File: config.mk
export PLATFORM = sky130hd
export DESIGN_NAME = writeback_stage
export DESIGN_NICKNAME = d
export VERILOG_FILES = /design/src/rtl/writeback_stage.sv
export SDC_FILE = /design/constraint.sdc
export NUM_CORES = 1
export LEC_CHECK = 0
export CAP_MARGIN = 20
export CORE_MARGIN = 8
export CORE_UTILIZATION = 44
export DETAILED_ROUTE_END_ITERATION = 16
export PLACE_DENSITY = 0.82
export SYNTH_ARGS = -nofsm -noshare
export SYNTH_HDL_FRONTEND = slang
export SYNTH_SLANG_ARGS = --single-unit
export TNS_END_PERCENT = 20
File: constraint.sdc
create_clock -name clk -period 3.2 [get_ports clk]
set_input_delay 0.96 -clock clk [delete_from_list [all_inputs] [get_ports clk]]
set_output_delay 0.96 -clock clk [all_outputs]
set_load 0.03 [all_outputs]
File: src/rtl/writeback_stage.sv
// RV32I writeback stage: load extraction and extension, write suppression, misaligned-load
// flagging, a short history of committed writes for forwarding, and a retired counter.
module writeback_stage #(
   parameter int unsigned REG_AW   = 5,
   parameter int unsigned BP_DEPTH = 2,
   parameter int unsigned CNT_W    = 32
) (
   input  logic                       clk,
   input  logic                       rst,
   input  logic                       in_valid,
   output logic                       in_ready,
   input  logic [3:0]                 insn_type,
   input  logic [2:0]                 funct3,
   input  logic [1:0]                 addr_lo,
   input  logic [REG_AW-1:0]          rd,
   input  logic [31:0]                ex_val,
   input  logic                       mem_r_valid,
   input  logic [31:0]                mem_r_data,
   output logic                       regfile_w_en,
   output logic [REG_AW-1:0]          regfile_w_reg,
   output logic [31:0]                regfile_w_data,
   output logic [BP_DEPTH-1:0]        wb_bp_valid,
   output logic [BP_DEPTH*REG_AW-1:0] wb_bp_reg,
   output logic [BP_DEPTH*32-1:0]     wb_bp_val,
   output logic                       misalign_err,
   output logic [CNT_W-1:0]           retired
);

   // Instruction type codes shared with the execute stage.
   localparam logic [3:0] R_TYPE = 4'd0;
   localparam logic [3:0] I_TYPE = 4'd1;
   localparam logic [3:0] L_TYPE = 4'd2;
   localparam logic [3:0] S_TYPE = 4'd3;
   localparam logic [3:0] B_TYPE = 4'd4;
   localparam logic [3:0] J_TYPE = 4'd5;
   localparam logic [3:0] U_TYPE = 4'd6;

   typedef enum logic [0:0] {StIdle, StWaitMem} state_t;

   state_t              state;
   logic [2:0]          f3_q;
   logic [1:0]          addr_q;
   logic [REG_AW-1:0]   rd_q;

   logic                is_load;
   logic                done;
   logic                c_load;
   logic                c_writes;
   logic [2:0]          c_f3;
   logic [1:0]          c_addr;
   logic [REG_AW-1:0]   c_rd;
   logic [31:0]         lane_word;
   logic [7:0]          lane_b;
   logic [15:0]         lane_h;
   logic [31:0]         ld_data;
   logic                ld_err;
   logic                c_err;
   logic [31:0]         c_data;
   logic                c_we;

   // While waiting for memory, the completion uses the fields latched at acceptance.
   always_comb begin
      is_load = (insn_type == L_TYPE);
      c_f3    = funct3;
      c_addr  = addr_lo;
      c_rd    = rd;
      c_load  = is_load;
      done    = 1'b0;
      if (state == StIdle) begin
         done = in_valid && (!is_load || mem_r_valid);
      end else begin
         c_f3   = f3_q;
         c_addr = addr_q;
         c_rd   = rd_q;
         c_load = 1'b1;
         done   = mem_r_valid;
      end
      c_writes = c_load || !((insn_type == S_TYPE) || (insn_type == B_TYPE));
   end

   always_comb begin
      lane_word = mem_r_data >> {c_addr, 3'b000};
      lane_b    = lane_word[7:0];
      lane_h    = c_addr[1] ? mem_r_data[31:16] : mem_r_data[15:0];
      ld_data   = 32'h0;
      ld_err    = 1'b0;
      unique case (c_f3)
         3'b000: ld_data = {{24{lane_b[7]}}, lane_b};
         3'b100: ld_data = {24'h0, lane_b};
         3'b001: begin
            ld_data = {{16{lane_h[15]}}, lane_h};
            ld_err  = c_addr[0];
         end
         3'b101: begin
            ld_data = {16'h0, lane_h};
            ld_err  = c_addr[0];
         end
         3'b010: begin
            ld_data = mem_r_data;
            ld_err  = (c_addr != 2'b00);
         end
         default: ld_err = 1'b1;
      endcase
      c_err  = c_load && ld_err;
      c_data = c_load ? ld_data : ex_val;
      c_we   = c_writes && (c_rd != '0) && !c_err;
   end

   always_ff @(posedge clk) begin
      if (rst) begin
         state          <= StIdle;
         in_ready       <= 1'b1;
         f3_q           <= 3'b000;
         addr_q         <= 2'b00;
         rd_q           <= '0;
         regfile_w_en   <= 1'b0;
         regfile_w_reg  <= '0;
         regfile_w_data <= 32'h0;
         wb_bp_valid    <= '0;
         wb_bp_reg      <= '0;
         wb_bp_val      <= '0;
         misalign_err   <= 1'b0;
         retired        <= '0;
      end else begin
         regfile_w_en <= 1'b0;
         misalign_err <= 1'b0;
         if (done) begin
            retired      <= retired + CNT_W'(1);
            misalign_err <= c_err;
            if (c_we) begin
               regfile_w_en   <= 1'b1;
               regfile_w_reg  <= c_rd;
               regfile_w_data <= c_data;
               for (int i = int'(BP_DEPTH) - 1; i > 0; i--) begin
                  wb_bp_valid[i]               <= wb_bp_valid[i-1];
                  wb_bp_reg[i*REG_AW +: REG_AW] <= wb_bp_reg[(i-1)*REG_AW +: REG_AW];
                  wb_bp_val[i*32 +: 32]         <= wb_bp_val[(i-1)*32 +: 32];
               end
               wb_bp_valid[0]        <= 1'b1;
               wb_bp_reg[REG_AW-1:0] <= c_rd;
               wb_bp_val[31:0]       <= c_data;
            end
         end
         unique case (state)
            StIdle: begin
               if (in_valid && is_load && !mem_r_valid) begin
                  f3_q     <= funct3;
                  addr_q   <= addr_lo;
                  rd_q     <= rd;
                  state    <= StWaitMem;
                  in_ready <= 1'b0;
               end
            end
            StWaitMem: begin
               if (mem_r_valid) begin
                  state    <= StIdle;
                  in_ready <= 1'b1;
               end
            end
            default: begin
               state    <= StIdle;
               in_ready <= 1'b1;
            end
         endcase
      end
   end

endmodule

==> results.toml <==
[cells_and_area]
areaGrowthSynthToFinish_pct = 47.77
nFillCells = 1080
fin_cells = 1075
top_register = "wb_bp_val"
layout-drive-gt1-share = 0.09677
antenna_cells = 0
largest_registers = "wb_bp_val x33, retired x32, regfile_w_data x31"
num-nets-final = 970
largest_register_ffs = 33
fin_area_mm2 = 0.008705

[yosys]
synth_cell_types = 55
synth_area_per_cell_um2 = 8.427
yosysTopAreaCell = "dfxtp_1"
async_flop_share = 0
ys_seq_area_frac = 0.4146
syn-num-nets = 782
synth_flop_cell = "dfxtp_1"
synth_edf_count = 0
ys_top_cells_by_count = "nand2_1, dfxtp_1, nor2_1"
syn_inst = 699
yosys-top-cells-area = "dfxtp_1, nand2_1, a21oi_1, buf_4, nor2_1"
yosysMostFrequentCell = "nand2_1"
synthesis.area_mm2 = 0.005891
yosysTopAreaCellShare = 0.4146
synth_warnings = 0
ys_ff_latch = 122

[clocking]
cts.sinks = 122
cts_resized = 0
cts_buffer_depth = 2
holdBufCountCts = 0
clk_latency_ps = 420
path_clk_slew_ps = 50
cts_buffers = 17
cts_tree = "yes"
htreeDepth = 4
cts_setup_buffers = 0
clockRootBuffer = "clkbuf_16"

[die]
rows = 42
chipWidth_um = 131.7
die_h_um = 131.7
io_pins = 230
core_mm2 = 0.01314
start_util = 0.4484
dieArea_mm2 = 0.01735

[critical_path]
rrSetupSlack_ps = 380
cp_max_fo = 41
worstPathRequired_ps = 3510
cp-start-kind = "input port"
arrival_ps = 3160
crit_path_end_kind = "register"
path_class = "input port to register"

[global_routing]
grt_overflow = 0
antenna_found_initial = 1
grtUsageTotal = 0.2119
grt_max_degree = 58
grt_first_pass_wirelength_um = 29740
grt_pass1_vias = 5389

[power]
peakVddDrop_uv = 327.1
p_leak_nw = 3.147
p_per_area_mw_per_mm2 = 516.3

[drt]
avgRoutedWirePerCell_um = 17.37
first_iter_violations = 367
finalWirelength_um = 18680
drt_first_pass_iters = 4
num_vias = 5549
viasPerCell = 5.162
drc = 0
ant_nets = 0

[sta]
fmax_mhz = 350.7
rsz0062_at_grt = "false"
skew_ps = 6.948
relSlewSlack = 0.4807
finalCritPeriodShare = 0.8911
worst_pin_slew_ps = 777.8
hold_viol = 0
slew_viol_final = 0
setup_viol = 0
post-route-min-period_ps = 2851

[run]
maxCapViolCount = 0

[place]
port-buffer-count = 229
dp.cells = 1044
gp_congestion = 0.8537
dpl.hpwl_um = 13980
placed_cell_area_mm2 = 0.008092

[min_path]
hold_path_class = "register to register"

[outcome]
outcome = "completed"
==> through the flow <==
| step | worst slack, ps | power, W | hold WS (ps) | setup TNS, ps | util |
|---|---|---|---|---|---|
| detailed placement | -44.30 | 0.002558 | 445.5 | -44.30 | 0.6159 |
| CTS | 378.9 | 0.004531 | 452.5 | 0 | 0.6626 |
| global route | 183.3 | 0.004664 | 473.7 | 0 | 0.6626 |
| global placement | -26.21 | 0.002545 | 441.0 | -26.21 | 0.6159 |
| floorplan | 598.2 | 0.002203 | 441.5 | 0 | - |
| finish | 348.6 | 0.004495 | 450.8 | 0 | 0.6626 |
==> critical path, stage by stage <==
cell	delay, ps
clkdlybuf4s50_1	490
mux2i_4	420
a311oi_2	250
nor2_4	230
buf_4	410
nor2_1	110
a211oi_1	270
==> cells in the final DEF (no fill, tap or decap), types with 3 or more instances in the layout <==
master             n
o21ai_0           13
a22oi_1           16
and4_1             8
buf_4             19
nand3_1           13
a21o_1             8
a311oi_1           9
nor3_1             5
a21oi_1           70
xnor2_1            7
nand2_1          127
xor2_1            22
nor2_1            71
clkbuf_8           5
a221oi_1           7
o211ai_1           9
buf_12             4
dfxtp_1          122
a211oi_2          11
nand4_1            3
a211oi_1          11
mux2_2            10
or3_1              3
mux2i_1           10
inv_1              9
clkinv_2           5
nor2b_1            8
nand2b_1           4
clkdlybuf4s50_1  228
and3_1            11
clkbuf_16         17
bufinv_16          3
==> kinds of logic (layout without fill, tap and decap cells) <==
logic type               after synthesis  after routing  share of synthesized area
flip-flops                           122            122                     0.4146
multiplexers                          22             22                    0.04248
buffers and inverters                 91            291                    0.09516
AND/OR/NAND/NOR                      268            268                     0.2071
adder cells (fa/ha/maj)                1              1                   0.002124
XOR/XNOR                              29             29                    0.04312
AO/OA/AOI/OAI                        166            166                     0.1954
==> path summary, 6_finish.rpt <==
| path | from | end | cells past startpoint |
|---|---|---|---|
| max | addr_lo[1] | regfile_w_reg[3]$_SDFFE_PP0P_ | 7 |
| min | wb_bp_val[33]$_SDFFE_PP0P_ | wb_bp_val[33]$_SDFFE_PP0P_ | 2 |
| max reg2reg | state$_SDFF_PP0_ | regfile_w_reg[3]$_SDFFE_PP0P_ | 9 |
| min reg2reg | wb_bp_val[33]$_SDFFE_PP0P_ | wb_bp_val[33]$_SDFFE_PP0P_ | 2 |
==> power breakdown <==
group / internal [W] / total, W / switching [W]
Combinational: 0.000383 / 0.000869 / 0.000486
Clock: 0.00132 / 0.00197 / 0.000654
Sequential: 0.00159 / 0.00166 / 0.0000637
Total: 0.00329 / 0.00449 / 0.00120
==> layer usage <==
metal / global-route usage / up-vias / wire length [um]
met4: 0.05743 / 2 / 205
li1: - / 2764 / -
met1: 0.2426 / 2579 / 7908
met2: 0.3596 / 187 / 9093
met5: 0 / - / 9
met3: 0.08346 / 17 / 1459
==> area by class of cell <==
class / count / area (um^2) / share of cell area
multi-input cells: 486 / 2890 / 0.3320
clock buffers: 23 / 498.0 / 0.05721
clock inverters: 8 / 115.1 / 0.01322
well taps: 176 / 220.2 / 0.02530
inverters: 9 / 33.78 / 0.003881
flip-flops and latches: 122 / 2442 / 0.2806
repair buffers: 251 / 2505 / 0.2878
Power figures use the tool's default switching activity.
